### src/rtl/pulse_rate_meter.sv
// rtl/pulse_rate_meter.sv - counts synchronised event pulses per programmable window, with a loss-of-events watchdog
module pulse_rate_meter #(
  parameter int WIN_W   = 8,
  parameter int CNT_W   = 8,
  parameter int TIMEOUT = 16
) (
  input  logic             clkS,
  input  logic             rst,
  input  logic             en,
  input  logic [WIN_W-1:0] win_len,
  input  logic             pulse_in,
  output logic [CNT_W-1:0] count_out,
  output logic             count_valid,
  output logic             saturated,
  output logic             timeout,
  output logic             busy
);

  typedef enum logic {
    IDLE  = 1'b0,
    COUNT = 1'b1
  } state_t;

  localparam logic [CNT_W-1:0] ACC_MAX = '1;
  localparam logic [15:0]      TMO     = 16'(TIMEOUT);

  state_t           state_q, state_d;
  logic [WIN_W-1:0] win_reg_q, win_reg_d;
  logic [WIN_W-1:0] timer_q, timer_d;
  logic [CNT_W-1:0] acc_q, acc_d;
  logic             sat_q, sat_d;
  logic [15:0]      idle_cnt_q, idle_cnt_d;
  logic [CNT_W-1:0] count_out_q, count_out_d;
  logic             count_valid_q, count_valid_d;
  logic             saturated_q, saturated_d;
  logic             timeout_q, timeout_d;
  logic             busy_q, busy_d;

  logic [CNT_W-1:0] acc_next;
  logic             sat_next;
  logic             last_cycle;

  always_comb begin
    state_d       = state_q;
    win_reg_d     = win_reg_q;
    timer_d       = timer_q;
    acc_d         = acc_q;
    sat_d         = sat_q;
    count_out_d   = count_out_q;
    count_valid_d = 1'b0;
    saturated_d   = saturated_q;
    idle_cnt_d    = '0;

    // acc_next/sat_next include this cycle's pulse, so the last window cycle is counted
    acc_next   = (pulse_in && (acc_q != ACC_MAX)) ? acc_q + CNT_W'(1) : acc_q;
    sat_next   = sat_q | (pulse_in && (acc_q == ACC_MAX));
    last_cycle = (timer_q == win_reg_q - WIN_W'(1));

    case (state_q)
      IDLE: begin
        if (en && (win_len != '0)) begin
          state_d   = COUNT;
          win_reg_d = win_len;
          timer_d   = '0;
          acc_d     = '0;
          sat_d     = 1'b0;
        end
      end
      COUNT: begin
        if (last_cycle) begin
          count_valid_d = 1'b1;
          count_out_d   = acc_next;
          saturated_d   = sat_next;
          timer_d       = '0;
          acc_d         = '0;
          sat_d         = 1'b0;
          if (en && (win_len != '0)) begin
            win_reg_d = win_len;
          end else begin
            state_d = IDLE;
          end
        end else if (!en) begin
          state_d = IDLE;
        end else begin
          timer_d = timer_q + WIN_W'(1);
          acc_d   = acc_next;
          sat_d   = sat_next;
        end
      end
      default: state_d = IDLE;
    endcase

    // Watchdog run survives gapless window restarts; any exit from COUNT clears it
    if ((state_q == COUNT) && (state_d == COUNT)) begin
      if (pulse_in) begin
        idle_cnt_d = '0;
      end else if (idle_cnt_q == TMO) begin
        idle_cnt_d = idle_cnt_q;
      end else begin
        idle_cnt_d = idle_cnt_q + 16'd1;
      end
    end

    timeout_d = (state_d == COUNT) && (idle_cnt_d == TMO);
    busy_d    = (state_d == COUNT);
  end

  always_ff @(posedge clkS) begin
    if (rst) begin
      state_q       <= IDLE;
      win_reg_q     <= '0;
      timer_q       <= '0;
      acc_q         <= '0;
      sat_q         <= 1'b0;
      idle_cnt_q    <= '0;
      count_out_q   <= '0;
      count_valid_q <= 1'b0;
      saturated_q   <= 1'b0;
      timeout_q     <= 1'b0;
      busy_q        <= 1'b0;
    end else begin
      state_q       <= state_d;
      win_reg_q     <= win_reg_d;
      timer_q       <= timer_d;
      acc_q         <= acc_d;
      sat_q         <= sat_d;
      idle_cnt_q    <= idle_cnt_d;
      count_out_q   <= count_out_d;
      count_valid_q <= count_valid_d;
      saturated_q   <= saturated_d;
      timeout_q     <= timeout_d;
      busy_q        <= busy_d;
    end
  end

  assign count_out   = count_out_q;
  assign count_valid = count_valid_q;
  assign saturated   = saturated_q;
  assign timeout     = timeout_q;
  assign busy        = busy_q;

endmodule

### config.mk
export PLATFORM = sky130hd
export DESIGN_NAME = pulse_rate_meter
export DESIGN_NICKNAME = d
export VERILOG_FILES = /design/src/rtl/pulse_rate_meter.sv
export SDC_FILE = /design/constraint.sdc
export NUM_CORES = 1
export LEC_CHECK = 0
export ABC_AREA = 1
export CORE_MARGIN = 2
export CORE_UTILIZATION = 45
export DETAILED_ROUTE_END_ITERATION = 6
export SLEW_MARGIN = 20
export SYNTH_ARGS = -nofsm -noshare
export SYNTH_HDL_FRONTEND = slang
export SYNTH_SLANG_ARGS = --single-unit
### constraint.sdc
create_clock -name clkS -period 6.3 [get_ports clkS]
set_clock_uncertainty 0.2 [all_clocks]
set_input_delay 1.26 -clock clkS [delete_from_list [all_inputs] [get_ports clkS]]
set_output_delay 1.26 -clock clkS [all_outputs]
set_load 0.02 [all_outputs]
==> Yosys cells after proc, flatten, opt, wreduce, memory -nomap -nowiden <==
Cells that the tools add are included.
{ "word_totals": {"mem_count": 0, "latch_bits": 0, "mem_bits_ro": 0, "mem_bits_rw": 0, "out_inout_bits": 12, "regBits": 53} }
{ "classes": {"n_bitwise": 2, "reduce_logical": 9, "div_mod_pow": 0, "eq_ne": 8, "mul": 0, "n_addsub": 4, "shifts": 0, "magnitude_cmp": 0, "muxes": 23} }
{ "op_table": {"columns": ["operator", "n"], "rows": [
  ["$mux W8", 8],
  ["$mux W16", 3],
  ["$pmux W8 S2", 3],
  ["$eq A16 B5 Y1 const B", 2],
  ["$add A16 B1 Y16 const B", 1],
  ["$add A8 B1 Y8 const B", 2],
  ["$eq A8 B8 Y1", 1],
  ["$eq A8 B8 Y1 const B", 1],
  ["$ne A8 B8 Y1 const B", 1],
  ["$reduce_bool A8 Y1", 1],
  ["$sub A8 B1 Y8 const B", 1],
  ["$mux W1", 7],
  ["$logic_and A1 B1 Y1", 5],
  ["$pmux W1 S2", 2],
  ["$reduce_and A2 Y1", 2],
  ["$ne A3 B2 Y1 const B", 1],
  ["$ne A2 B1 Y1 const B", 1],
  ["$ne A2 B2 Y1 const B", 1],
  ["$reduce_or A2 Y1", 1],
  ["$not A1 Y1", 1],
  ["$or A1 B1 Y1", 1]
]} }

==> Longest topological paths before layout <==
Gate-level depths: netlist of the first run.
{ "logic_depth": {"word_depth": 9, "ltp_mapped": 17, "depth_no_buf": 17} }

==> Least setup slack after synthesis of the first run <==
OpenSTA, ideal clock, no wires.
{ "synth_timing": {"path_kind": "input to register", "start": "input port win_len[0]", "end": "register timer_q[4]", "t_arrival_ns": 2.388, "path_stages": 9, "slack_ns": 3.642, "path_buffers": 1, "path_cell_list": "nor4_1 -> nand2_1 -> nand2_2 -> nand2_1 -> a21boi_4 -> buf_6 -> nand2_1 -> o21ai_1 -> a21oi_1"} }
{ "synth_between": {"elab_chain_len": 4} }
{ "synth_lines": {"columns": ["element", "line", "rtl"], "rows": [
  ["from (decl)", "10", "input logic [WIN_W-1:0] win_len,"],
  ["$reduce_bool A8 Y1", "61", "if (en && (win_len != '0)) begin"],
  ["$logic_and A1 B1 Y1", "61", null],
  ["$ne A2 B2 Y1 (no line)", null, null],
  ["$reduce_and A2 Y1 (no line)", null, null],
  ["to (signal assigned)", "124", "timer_q <= timer_d;"],
  ["to (decl)", "29", "logic [WIN_W-1:0] timer_q, timer_d;"]
]} }
No other way between the ends.
A chain may end at the register's enable or synchronous reset.

==> Final worst setup path of the first run <==
{ "layout_timing": {"start": "input port win_len[0]", "end": "register timer_q[5]"} }
Same word-level chain as after synthesis.

==> run_summary.xml, run 1 <==
<?xml version="1.0" encoding="UTF-8"?>
<metrics>
  <group name="status">
    <metric name="run_status" unit="">finished clean</metric>
  </group>
  <group name="layout">
    <metric name="finalNetCount" unit="">467</metric>
    <metric name="flow.area_growth_from_synthesis" unit="%">12.5</metric>
    <metric name="stdcell_count" unit="">527</metric>
    <metric name="final_area" unit="µm²">3420</metric>
    <metric name="final_layout_size_suffix_gt1_frac" unit="">0.116</metric>
    <metric name="antenna-diode-count" unit="">0</metric>
  </group>
  <group name="timing">
    <metric name="timing.fmax" unit="MHz">311</metric>
    <metric name="setup_viol" unit="">0</metric>
    <metric name="timing.max_slew.rel_slack" unit="">0.536</metric>
    <metric name="final_hold_viol_count" unit="">0</metric>
    <metric name="totalNegativeSetupSlack" unit="ns">0</metric>
    <metric name="max_slew.worst_pin.slew" unit="ns">0.695</metric>
    <metric name="post-route-worst-setup-slack" unit="ns">3.08</metric>
    <metric name="final.min_clock_period" unit="ns">3.22</metric>
    <metric name="unrepaired_setup_endpoints_after_global_routing" unit="">no</metric>
    <metric name="drv_slew" unit="">0</metric>
    <metric name="timing.final.crit_share" unit="">0.511</metric>
  </group>
  <group name="floorplanning">
    <metric name="die_h" unit="µm">86.1</metric>
    <metric name="die_w" unit="µm">86.1</metric>
    <metric name="site_rows" unit="">29</metric>
    <metric name="die-area" unit="µm²">7420</metric>
    <metric name="coreArea" unit="µm²">6420</metric>
    <metric name="floorplan.initialDensity" unit="">0.473</metric>
    <metric name="floorplan.io_pins" unit="">24</metric>
  </group>
  <group name="setup_path">
    <metric name="critical_path_peak_fanout" unit="">22</metric>
    <metric name="critical_path.startpoint_type" unit="">input pin</metric>
    <metric name="timing.critical_path.required" unit="ns">6.35</metric>
    <metric name="cpPeakStageDelay" unit="ns">0.62</metric>
    <metric name="critical_setup_path_kind" unit="">input pin to register</metric>
    <metric name="crit_path_cell_trace" unit="">clkdlybuf4s50_1 &gt; nor4_1 &gt; nand2_1 &gt; nand2_2 &gt; nand2_1 &gt; a21boi_4 &gt; nand3_1 &gt; nor2_1 &gt; o21ai_1 &gt; nor2_1</metric>
    <metric name="regToRegSetupSlack" unit="ns">3.58</metric>
    <metric name="cp-end-kind" unit="">register</metric>
    <metric name="crit_path_top_delay_cell" unit="">sky130_fd_sc_hd__a21boi_4</metric>
    <metric name="crit_arrival" unit="ns">3.27</metric>
  </group>
  <group name="clocking">
    <metric name="cts_resized" unit="">0</metric>
    <metric name="cts_hold_buffers" unit="">0</metric>
    <metric name="cts.sinks" unit="">53</metric>
    <metric name="htreeDepth" unit="">2</metric>
    <metric name="cts.reportedPaths.clkPinSlew" unit="ns">0.10</metric>
    <metric name="number_of_buffers_added_by_the_clock_tree_synthesis_step" unit="">5</metric>
    <metric name="clk_root_buffer_cell" unit="">sky130_fd_sc_hd__clkbuf_8</metric>
    <metric name="post-cts-setup-buffers" unit="">0</metric>
    <metric name="clock_tree_from_tritoncts" unit="">done</metric>
    <metric name="max-clock-path-buffers" unit="">2</metric>
    <metric name="clock_insertion_delay_worst_skew" unit="ns">0.31</metric>
  </group>
  <group name="yosys">
    <metric name="post_syn_area_per_cell" unit="µm²">7.09</metric>
    <metric name="synth-edff-count" unit="">0</metric>
    <metric name="synth_seq_cells" unit="">53</metric>
    <metric name="synth_fa_ha_area_frac" unit="">0.0206</metric>
    <metric name="ys_async_sr_fraction" unit="">0</metric>
    <metric name="netlist_area" unit="µm²">3040</metric>
    <metric name="synth_ff_type" unit="">sky130_fd_sc_hd__dfxtp_1</metric>
    <metric name="synth.mux.area_fraction" unit="">0.00330</metric>
    <metric name="cell_accounting_for_the_most_synthesized_area" unit="">sky130_fd_sc_hd__dfxtp_1</metric>
    <metric name="synth-compound-area-share" unit="">0.146</metric>
    <metric name="post_synthesis_share_of_cell_area_spent_on_xor_and_xnor_gates" unit="">0.0375</metric>
    <metric name="synth-simple-area-share" unit="">0.365</metric>
    <metric name="cell_count_after_synthesis" unit="">428</metric>
    <metric name="yosys-top-cells-area" unit="">sky130_fd_sc_hd__dfxtp_1, sky130_fd_sc_hd__nand2_1, sky130_fd_sc_hd__nor2_1, sky130_fd_sc_hd__inv_1, sky130_fd_sc_hd__a21oi_1</metric>
    <metric name="yosysWarnings" unit="">0</metric>
    <metric name="largest_family_of_logic_cells_by_synthesized_area" unit="">simple AND/OR/NAND/NOR gates</metric>
    <metric name="synth_top_area_frac" unit="">0.350</metric>
    <metric name="synth_nets" unit="">445</metric>
    <metric name="post_synth_num_cell_types" unit="">38</metric>
    <metric name="synth-seq-area-share" unit="">0.350</metric>
  </group>
  <group name="routing">
    <metric name="total_vias_in_the_final_route" unit="">2725</metric>
    <metric name="detail_route.wirelength" unit="µm">6830</metric>
    <metric name="route.detailed.drc" unit="">0</metric>
    <metric name="router_iterations_before_antenna_repair" unit="">4</metric>
    <metric name="routedWlPerCell" unit="µm">13.0</metric>
    <metric name="ant_nets" unit="">0</metric>
    <metric name="first_iter_violations" unit="">128</metric>
    <metric name="vias_per_cell" unit="">5.17</metric>
  </group>
  <group name="placement">
    <metric name="detailedPlacementHpwl" unit="µm">5070</metric>
    <metric name="dp_slack" unit="ns">2.75</metric>
    <metric name="io_buffers" unit="">23</metric>
    <metric name="placed_cell_count" unit="">520</metric>
    <metric name="finalWeightedCongestion" unit="">0.832</metric>
    <metric name="placed_cell_area" unit="µm²">3310</metric>
  </group>
  <group name="global_route">
    <metric name="grt_overflow" unit="">0</metric>
    <metric name="global_route.usage.total" unit="">0.196</metric>
    <metric name="grt_first_pass_wirelength" unit="µm">11800</metric>
    <metric name="grt_start_max_net_pins" unit="">25</metric>
    <metric name="first_global_vias" unit="">2543</metric>
    <metric name="initial_antenna_violation_count" unit="">0</metric>
  </group>
  <group name="pwr">
    <metric name="power_leakage" unit="nW">1.34</metric>
    <metric name="total_power" unit="µW">667</metric>
    <metric name="power.ir.vdd_worst" unit="µV">110</metric>
    <metric name="power-per-cell-area" unit="nW/µm²">195</metric>
  </group>
  <group name="job">
    <metric name="drv_cap" unit="">0</metric>
  </group>
  <group name="min_path">
    <metric name="worstHoldPathType" unit="">register to register</metric>
  </group>
</metrics>
kinds of logic after synthesis:
group	count (synthesis)
compound gates	68
xor+xnor	13
fa+ha+maj	5
buf+inv	56
flops	53
mux	1
simple gates	232
worst max-delay path, delay by kind of cell:
family	cells	cell delay, ns
compound gates	2	0.68
simple gates	7	0.81
buf+inv	1	0.49
synth_stat cells (8+ instances only):
library cell / number
sky130_fd_sc_hd__a21oi_1: 27
sky130_fd_sc_hd__dfxtp_1: 53
sky130_fd_sc_hd__inv_1: 40
sky130_fd_sc_hd__nand2_1: 93
sky130_fd_sc_hd__nand3_1: 27
sky130_fd_sc_hd__nand4_1: 9
sky130_fd_sc_hd__nor2_1: 65
sky130_fd_sc_hd__nor2_2: 10
sky130_fd_sc_hd__nor4_2: 9
sky130_fd_sc_hd__o21ai_0: 16
sky130_fd_sc_hd__o21ai_1: 9
sky130_fd_sc_hd__xor2_1: 8
report_power, final:
part           switching, mW  internal, mW  total (mW)  leakage (nW)
registers            0.00952         0.342       0.352         0.430
clock network          0.111         0.116       0.227        0.0540
logic                 0.0553        0.0325      0.0877         0.859
final cells by class:
type | count | area, µm²
Fill cell | 668 | 3010
Multi-Input combinational cell | 319 | 1740
Sequential cell | 53 | 1060
Timing Repair Buffer | 25 | 245
Inverter | 46 | 173
Tap cell | 77 | 96.3
Clock buffer | 5 | 68.8
Clock inverter | 2 | 35.0
sequential cells by signal, indices dropped and copies added, names as in the netlist:
register     cells
timeout          1
acc_q            8
count_valid      1
count_out        8
idle_cnt_q      16
timer_q          8
win_reg_q        8
saturated        1
sat_q            1
busy             1
stage by stage:
stage | hold slack, ns | util
2_1_floorplan | 0.221 | -
3_3_place_gp | 0.231 | 0.516
3_5_place_dp | 0.239 | 0.516
4_1_cts | 0.254 | 0.532
5_1_grt | 0.288 | 0.532
6_report | 0.251 | 0.532
worst paths after layout:
path                              startpoint  cells after the start    endpoint
worst min-delay path                   sat_q                      2       sat_q
worst max-delay path              win_len[0]                     10  timer_q[5]
worst min register to register         sat_q                      2       sat_q
worst max register to register  win_reg_q[0]                     15  timer_q[5]
per-layer routing:
layer  track usage  vias up  routed length [µm]
met5             0        -                   0
met4        0.0534        0                  60
met3        0.0366        4                 362
met2         0.298       56                2870
met1         0.285     1210                3540
li1              -     1455                   -
cell usage in the layout (no fill, tap or decap), types with 5 or more instances in the layout:
cell type                         instances
sky130_fd_sc_hd__o21ai_0                 16
sky130_fd_sc_hd__a21oi_1                 27
sky130_fd_sc_hd__nor2_1                  65
sky130_fd_sc_hd__o21ai_1                  9
sky130_fd_sc_hd__nand2_2                  5
sky130_fd_sc_hd__clkdlybuf4s50_1         23
sky130_fd_sc_hd__ha_1                     5
sky130_fd_sc_hd__nor2_2                  10
sky130_fd_sc_hd__xnor2_1                  5
sky130_fd_sc_hd__inv_1                   40
sky130_fd_sc_hd__dfxtp_1                 53
sky130_fd_sc_hd__nor4_2                   9
sky130_fd_sc_hd__nand3_1                 27
sky130_fd_sc_hd__clkbuf_8                 5
sky130_fd_sc_hd__nand2_1                 93
sky130_fd_sc_hd__a211oi_2                 5
sky130_fd_sc_hd__inv_2                    5
sky130_fd_sc_hd__nand4_1                  9
sky130_fd_sc_hd__xor2_1                   8
(Power assumes the default switching activity.)
==> inputs of run 2 (changes only) <==
--- a/config.mk
+++ b/config.mk
@@ -9,6 +9,7 @@
 export CORE_MARGIN = 2
 export CORE_UTILIZATION = 45
 export DETAILED_ROUTE_END_ITERATION = 6
+export PLACE_DENSITY = 0.67
 export SLEW_MARGIN = 20
 export SYNTH_ARGS = -nofsm -noshare
 export SYNTH_HDL_FRONTEND = slang
==> constraint.sdc (replaced) <==
create_clock -name clkS -period 2.83 [get_ports clkS]
set_clock_uncertainty 0.2 [all_clocks]
set_input_delay 0.566 -clock clkS [delete_from_list [all_inputs] [get_ports clkS]]
set_output_delay 0.566 -clock clkS [all_outputs]
set_load 0.02 [all_outputs]
==> run 2 against run 1 <==
Effect of this change:
- cell area is 0.70% higher
- worst hold slack better by 0.0083 ns
- clock power is 98% higher
- first-iteration DRC count is 23% higher
- critical path depth is 5 higher
- critical endpoint is now timer_q[4]
- largest power group unchanged
==> run_summary.xml, run 2 (synthesis results as in run 1) <==
<?xml version="1.0" encoding="UTF-8"?>
<metrics>
  <group name="status">
    <metric name="run_status" unit="">finished clean</metric>
  </group>
  <group name="pwr">
    <metric name="comb_power_share" unit="">0.141</metric>
    <metric name="power_leakage" unit="nW">1.35</metric>
    <metric name="switching_power" unit="µW">420</metric>
    <metric name="power.ir.vdd_worst" unit="µV">229</metric>
    <metric name="power-per-cell-area" unit="nW/µm²">418</metric>
    <metric name="power_report.internal_total" unit="mW">1.02</metric>
    <metric name="net_switching_share_of_the_total_power" unit="">0.293</metric>
    <metric name="total_power" unit="mW">1.44</metric>
    <metric name="seq_power_share" unit="">0.546</metric>
    <metric name="pwr-share-clk" unit="">0.313</metric>
  </group>
  <group name="clocking">
    <metric name="cts.reportedPaths.clkPinSlew" unit="ns">0.10</metric>
    <metric name="number_of_buffers_added_by_the_clock_tree_synthesis_step" unit="">5</metric>
    <metric name="clock_tree_from_tritoncts" unit="">done</metric>
    <metric name="max-clock-path-buffers" unit="">2</metric>
    <metric name="post-cts-setup-buffers" unit="">0</metric>
    <metric name="clk_root_buffer_cell" unit="">sky130_fd_sc_hd__clkbuf_8</metric>
    <metric name="cts.sinks" unit="">53</metric>
    <metric name="clock_insertion_delay_worst_skew" unit="ns">0.31</metric>
    <metric name="htreeDepth" unit="">2</metric>
  </group>
  <group name="setup_path">
    <metric name="timing.critical_path.required" unit="ns">2.84</metric>
    <metric name="crit_path_cell_trace" unit="">inv_2 &gt; ha_1 &gt; nand2_1 &gt; inv_1 &gt; nor2_1 &gt; nand2_1 &gt; nor2_1 &gt; nand3_1 &gt; nor2_2 &gt; nand2_4 &gt; a21boi_4 &gt; buf_12 &gt; nand2_1 &gt; o21ai_1 &gt; a21oi_1</metric>
    <metric name="critPathBufInv" unit="">3</metric>
    <metric name="crit_path_top_delay_cell" unit="">sky130_fd_sc_hd__dfxtp_1</metric>
    <metric name="crit_path_frequent_cell" unit="">sky130_fd_sc_hd__nand2_1</metric>
    <metric name="critical_path_peak_fanout" unit="">16</metric>
    <metric name="crit_arrival" unit="ns">2.56</metric>
    <metric name="critical_path.startpoint_type" unit="">register</metric>
    <metric name="cp_top_family" unit="">simple AND/OR/NAND/NOR gates</metric>
    <metric name="cp-end-kind" unit="">register</metric>
    <metric name="critical_setup_path_kind" unit="">register to register</metric>
    <metric name="cpPeakStageDelay" unit="ns">0.39</metric>
  </group>
  <group name="timing">
    <metric name="timing.max_slew.rel_slack" unit="">0.730</metric>
    <metric name="unrepaired_setup_endpoints_after_global_routing" unit="">no</metric>
    <metric name="timing.fmax" unit="MHz">393</metric>
    <metric name="totalNegativeSetupSlack" unit="ns">0</metric>
    <metric name="drv_slew" unit="">0</metric>
    <metric name="setup_viol" unit="">0</metric>
    <metric name="final.min_clock_period" unit="ns">2.54</metric>
    <metric name="timing.final.crit_share" unit="">0.899</metric>
    <metric name="max_slew.worst_pin.slew" unit="ns">0.404</metric>
    <metric name="final_hold_viol_count" unit="">0</metric>
  </group>
  <group name="global_route">
    <metric name="grt_overflow" unit="">0</metric>
    <metric name="first_global_vias" unit="">2572</metric>
    <metric name="global_route.usage.total" unit="">0.196</metric>
    <metric name="grt_start_max_net_pins" unit="">21</metric>
    <metric name="grt_first_pass_wirelength" unit="µm">11700</metric>
    <metric name="initial_antenna_violation_count" unit="">0</metric>
  </group>
  <group name="layout">
    <metric name="multi_input_area" unit="µm²">1740</metric>
    <metric name="finalNetCount" unit="">470</metric>
    <metric name="mostFrequentLayoutCells" unit="">sky130_fd_sc_hd__nand2_1, sky130_fd_sc_hd__nor2_1, sky130_fd_sc_hd__dfxtp_1</metric>
    <metric name="flow.area_growth_from_synthesis" unit="%">13.3</metric>
    <metric name="antenna-diode-count" unit="">0</metric>
    <metric name="layout.cells.most_common" unit="">sky130_fd_sc_hd__nand2_1</metric>
    <metric name="final_layout_fill_cell_count" unit="">625</metric>
    <metric name="flip_flop_count_of_the_largest_register_all_copies_and_words_added" unit="">16</metric>
    <metric name="top_register" unit="">idle_cnt_q</metric>
    <metric name="final_layout_size_suffix_gt1_frac" unit="">0.126</metric>
    <metric name="area.sequential" unit="µm²">1060</metric>
  </group>
  <group name="routing">
    <metric name="router_iterations_before_antenna_repair" unit="">5</metric>
    <metric name="routed-wl-met2" unit="µm">2840</metric>
    <metric name="routed-wl-met3" unit="µm">399</metric>
    <metric name="total_vias_in_the_final_route" unit="">2800</metric>
    <metric name="first_iter_violations" unit="">157</metric>
    <metric name="routedWlPerCell" unit="µm">12.9</metric>
    <metric name="detail_route.wirelength" unit="µm">6870</metric>
    <metric name="wl_met1" unit="µm">3510</metric>
    <metric name="top_layer" unit="">met4</metric>
    <metric name="vias_per_cell" unit="">5.27</metric>
    <metric name="route.detailed.drc" unit="">0</metric>
    <metric name="ant_nets" unit="">0</metric>
  </group>
  <group name="placement">
    <metric name="detailedPlacementHpwl" unit="µm">5020</metric>
    <metric name="finalWeightedCongestion" unit="">0.842</metric>
    <metric name="io_buffers" unit="">23</metric>
  </group>
  <group name="floorplanning">
    <metric name="die_w" unit="µm">86.1</metric>
    <metric name="coreArea" unit="µm²">6420</metric>
    <metric name="die_h" unit="µm">86.1</metric>
    <metric name="floorplan.initialDensity" unit="">0.473</metric>
    <metric name="die-area" unit="µm²">7420</metric>
    <metric name="site_rows" unit="">29</metric>
    <metric name="floorplan.io_pins" unit="">24</metric>
  </group>
  <group name="job">
    <metric name="drv_cap" unit="">0</metric>
  </group>
  <group name="min_path">
    <metric name="worstHoldPathType" unit="">register to register</metric>
  </group>
</metrics>
run 2: per-layer routing:
layer	vias to the layer above	GRT usage
li1	1456	-
met1	1253	0.282
met2	82	0.288
met3	9	0.0414
met4	0	0.0736
met5	-	0
run 2: power groups by stage:
| stage | registers, mW | clock network [mW] | logic, mW |
|---|---|---|---|
| 2_1_floorplan | 0.798 | 0 | 0.148 |
| 3_3_place_gp | 0.801 | 0 | 0.198 |
| 3_5_place_dp | 0.802 | 0 | 0.200 |
| 4_1_cts | 0.785 | 0.458 | 0.202 |
| 5_1_grt | 0.788 | 0.489 | 0.227 |
| 6_report | 0.785 | 0.449 | 0.203 |
run 2: layout make-up:
class | instances | area share
timing repair buffer | 28 | 0.0815
inverter | 46 | 0.0502
clock buffer | 5 | 0.0200
clock inverter | 3 | 0.00618
sequential | 53 | 0.308
tap | 77 | 0.0280
multi-input combinational | 319 | 0.506
run 2: repair_timing:
item,in CTS,in global routing
gates resized for setup,0,2
hold buffers,0,0
setup endpoints to repair,0,2
run 2: path summary, 6_finish.rpt:
check / endpoint / cells after the start / slack [ns] / start
worst max-delay path: timer_q[4] / 15 / 0.29 / win_reg_q[0]
worst max register to register: timer_q[4] / 15 / 0.29 / win_reg_q[0]
worst min-delay path: sat_q / 2 / 0.26 / sat_q
worst min register to register: sat_q / 2 / 0.26 / sat_q
run 2: per-stage QoR:
step	utilization	std cells	hold slack, ns	setup WS [ns]	area (µm²)
2_1_floorplan	-	428	0.221	0.674	3040
3_3_place_gp	0.521	523	0.237	0.242	3350
3_5_place_dp	0.521	523	0.246	0.232	3350
4_1_cts	0.535	531	0.258	0.227	3440
5_1_grt	0.536	531	0.285	0.0457	3440
6_report	0.536	531	0.259	0.285	3440
run 2: worst register-to-register path, cell delays in order (launching register included):
cell and delay (ns):
sky130_fd_sc_hd__dfxtp_1 0.39, sky130_fd_sc_hd__inv_2 0.09, sky130_fd_sc_hd__ha_1 0.32, sky130_fd_sc_hd__nand2_1 0.08, sky130_fd_sc_hd__inv_1 0.04, sky130_fd_sc_hd__nor2_1 0.08, sky130_fd_sc_hd__nand2_1 0.06, sky130_fd_sc_hd__nor2_1 0.11
sky130_fd_sc_hd__nand3_1 0.08, sky130_fd_sc_hd__nor2_2 0.15, sky130_fd_sc_hd__nand2_4 0.11, sky130_fd_sc_hd__a21boi_4 0.26, sky130_fd_sc_hd__buf_12 0.19, sky130_fd_sc_hd__nand2_1 0.09, sky130_fd_sc_hd__o21ai_1 0.15, sky130_fd_sc_hd__a21oi_1 0.05
==> inputs of run 3 (changes only) <==
--- a/config.mk
+++ b/config.mk
@@ -9,6 +9,7 @@
 export CORE_MARGIN = 2
 export CORE_UTILIZATION = 45
 export DETAILED_ROUTE_END_ITERATION = 6
+export MAX_ROUTING_LAYER = met4
 export PLACE_DENSITY = 0.67
 export SLEW_MARGIN = 20
 export SYNTH_ARGS = -nofsm -noshare
==> run 3 against run 2 <==
Effect of this change:
- non-clock buffer count is the same
- combinational power about the same
- maximum frequency hardly changed
- first-iteration DRC count is 14% lower
- via count is 0.54% lower
- core utilization unchanged
- die area is the same
- critical path type unchanged
- critical endpoint unchanged
==> run_summary.xml, run 3 (synthesis results as in run 1) <==
<?xml version="1.0" encoding="UTF-8"?>
<metrics>
  <group name="timing">
    <metric name="final.min_clock_period" unit="ns">2.55</metric>
    <metric name="timing.max_slew.rel_slack" unit="">0.727</metric>
    <metric name="drv_slew" unit="">0</metric>
    <metric name="hold_ws" unit="ns">0.259</metric>
    <metric name="post-route-worst-setup-slack" unit="ns">0.285</metric>
    <metric name="timing.fmax" unit="MHz">393</metric>
    <metric name="unrepaired_setup_endpoints_after_global_routing" unit="">no</metric>
    <metric name="totalNegativeSetupSlack" unit="ns">0</metric>
    <metric name="timing.final.crit_share" unit="">0.899</metric>
    <metric name="max_slew.worst_pin.slew" unit="ns">0.408</metric>
    <metric name="setup_viol" unit="">0</metric>
    <metric name="final_hold_viol_count" unit="">0</metric>
  </group>
  <group name="placement">
    <metric name="placed_cell_count" unit="">523</metric>
    <metric name="detailedPlacementHpwl" unit="µm">5020</metric>
    <metric name="dp_slack" unit="ns">0.232</metric>
    <metric name="placed_cell_area" unit="µm²">3350</metric>
    <metric name="io_buffers" unit="">23</metric>
    <metric name="finalWeightedCongestion" unit="">0.855</metric>
  </group>
  <group name="global_route">
    <metric name="global_route.usage.total" unit="">0.202</metric>
    <metric name="initial_antenna_violation_count" unit="">0</metric>
    <metric name="grt_first_pass_wirelength" unit="µm">11800</metric>
    <metric name="grt_overflow" unit="">0</metric>
    <metric name="first_global_vias" unit="">2560</metric>
    <metric name="grt_start_max_net_pins" unit="">21</metric>
  </group>
  <group name="routing">
    <metric name="router_iterations_before_antenna_repair" unit="">5</metric>
    <metric name="ant_nets" unit="">0</metric>
    <metric name="route.detailed.drc" unit="">0</metric>
    <metric name="first_iter_violations" unit="">135</metric>
    <metric name="routedWlPerCell" unit="µm">12.9</metric>
    <metric name="detail_route.wirelength" unit="µm">6840</metric>
    <metric name="total_vias_in_the_final_route" unit="">2785</metric>
    <metric name="vias_per_cell" unit="">5.24</metric>
  </group>
  <group name="floorplanning">
    <metric name="die-area" unit="µm²">7420</metric>
    <metric name="coreArea" unit="µm²">6420</metric>
    <metric name="die_h" unit="µm">86.1</metric>
    <metric name="floorplan.initialDensity" unit="">0.473</metric>
    <metric name="floorplan.io_pins" unit="">24</metric>
    <metric name="die_w" unit="µm">86.1</metric>
    <metric name="site_rows" unit="">29</metric>
  </group>
  <group name="setup_path">
    <metric name="critical_setup_path_kind" unit="">register to register</metric>
    <metric name="timing.critical_path.required" unit="ns">2.85</metric>
    <metric name="cp-end-kind" unit="">register</metric>
    <metric name="critical_path.startpoint_type" unit="">register</metric>
    <metric name="critical_path_peak_fanout" unit="">16</metric>
    <metric name="crit_arrival" unit="ns">2.56</metric>
  </group>
  <group name="layout">
    <metric name="layout.cells.most_common" unit="">sky130_fd_sc_hd__nand2_1</metric>
    <metric name="flow.area_growth_from_synthesis" unit="%">13.3</metric>
    <metric name="mostFrequentLayoutCells" unit="">sky130_fd_sc_hd__nand2_1, sky130_fd_sc_hd__nor2_1, sky130_fd_sc_hd__dfxtp_1</metric>
    <metric name="finalNetCount" unit="">470</metric>
    <metric name="final_layout_size_suffix_gt1_frac" unit="">0.126</metric>
    <metric name="final_area" unit="µm²">3440</metric>
    <metric name="antenna-diode-count" unit="">0</metric>
    <metric name="stdcell_count" unit="">531</metric>
    <metric name="flip_flop_count_of_the_largest_register_all_copies_and_words_added" unit="">16</metric>
    <metric name="top_register" unit="">idle_cnt_q</metric>
    <metric name="utilization" unit="">0.536</metric>
  </group>
  <group name="clocking">
    <metric name="number_of_buffers_added_by_the_clock_tree_synthesis_step" unit="">5</metric>
    <metric name="clock_insertion_delay_worst_skew" unit="ns">0.32</metric>
    <metric name="max-clock-path-buffers" unit="">2</metric>
    <metric name="post-cts-setup-buffers" unit="">0</metric>
    <metric name="clock_tree_from_tritoncts" unit="">done</metric>
    <metric name="htreeDepth" unit="">2</metric>
    <metric name="cts.sinks" unit="">53</metric>
    <metric name="clk_root_buffer_cell" unit="">sky130_fd_sc_hd__clkbuf_8</metric>
    <metric name="cts.reportedPaths.clkPinSlew" unit="ns">0.10</metric>
  </group>
  <group name="pwr">
    <metric name="power.ir.vdd_worst" unit="µV">229</metric>
    <metric name="switching_power" unit="µW">421</metric>
    <metric name="seq_power_share" unit="">0.546</metric>
    <metric name="total_power" unit="mW">1.44</metric>
    <metric name="power_leakage" unit="nW">1.35</metric>
    <metric name="power-per-cell-area" unit="nW/µm²">418</metric>
    <metric name="comb_power_share" unit="">0.141</metric>
    <metric name="net_switching_share_of_the_total_power" unit="">0.293</metric>
    <metric name="power_report.internal_total" unit="mW">1.02</metric>
    <metric name="pwr-share-clk" unit="">0.313</metric>
  </group>
  <group name="status">
    <metric name="run_status" unit="">finished clean</metric>
  </group>
  <group name="job">
    <metric name="drv_cap" unit="">0</metric>
  </group>
  <group name="min_path">
    <metric name="worstHoldPathType" unit="">register to register</metric>
  </group>
</metrics>
## run 3: cell counts in the layout (fill, tap and decap cells not counted)
Identical to the previous run, type by type.
## run 3: area by class of cell
class | count | area (µm²)
flip-flops and latches | 53 | 1060
clock inverters | 3 | 21.3
fillers | 625 | 2980
multi-input cells | 319 | 1740
repair buffers | 28 | 280
clock buffers | 5 | 68.8
well taps | 77 | 96.3
inverters | 46 | 173
## run 3: metal layers
layer  global-route usage  wire length, µm
met5                    -                0
met4               0.0736              110
met3               0.0395              379
met2                0.287             2830
met1                0.284             3520
## run 3: worst paths after layout
kind	from	to	slack (ns)	cells after the start
worst max-delay path	win_reg_q[0]	timer_q[4]	0.28	15
worst min-delay path	sat_q	sat_q	0.26	2
worst max register to register	win_reg_q[0]	timer_q[4]	0.28	15
worst min register to register	sat_q	sat_q	0.26	2
## run 3: critical path, cell delays in order, from the launching register on
cell	delay [ns]
sky130_fd_sc_hd__dfxtp_1	0.39
sky130_fd_sc_hd__inv_2	0.09
sky130_fd_sc_hd__ha_1	0.32
sky130_fd_sc_hd__nand2_1	0.07
sky130_fd_sc_hd__inv_1	0.04
sky130_fd_sc_hd__nor2_1	0.08
sky130_fd_sc_hd__nand2_1	0.06
sky130_fd_sc_hd__nor2_1	0.11
sky130_fd_sc_hd__nand3_1	0.08
sky130_fd_sc_hd__nor2_2	0.15
sky130_fd_sc_hd__nand2_4	0.11
sky130_fd_sc_hd__a21boi_4	0.26
sky130_fd_sc_hd__buf_12	0.19
sky130_fd_sc_hd__nand2_1	0.09
sky130_fd_sc_hd__o21ai_1	0.15
sky130_fd_sc_hd__a21oi_1	0.05
## run 3: power by group through the flow
stage / sequential [mW] / combinational, mW / clock [mW]
5_1_grt: 0.788 / 0.227 / 0.488
3_5_place_dp: 0.802 / 0.200 / 0
3_3_place_gp: 0.801 / 0.198 / 0
6_report: 0.785 / 0.202 / 0.450
4_1_cts: 0.785 / 0.202 / 0.458
2_1_floorplan: 0.798 / 0.148 / 0
## run 3: timing repair
item,4_1_cts,5_1_grt
hold buffers,0,0
gates resized for setup,0,2
endpoints found under the setup margin,0,2
endpoints found under the hold margin,0,0
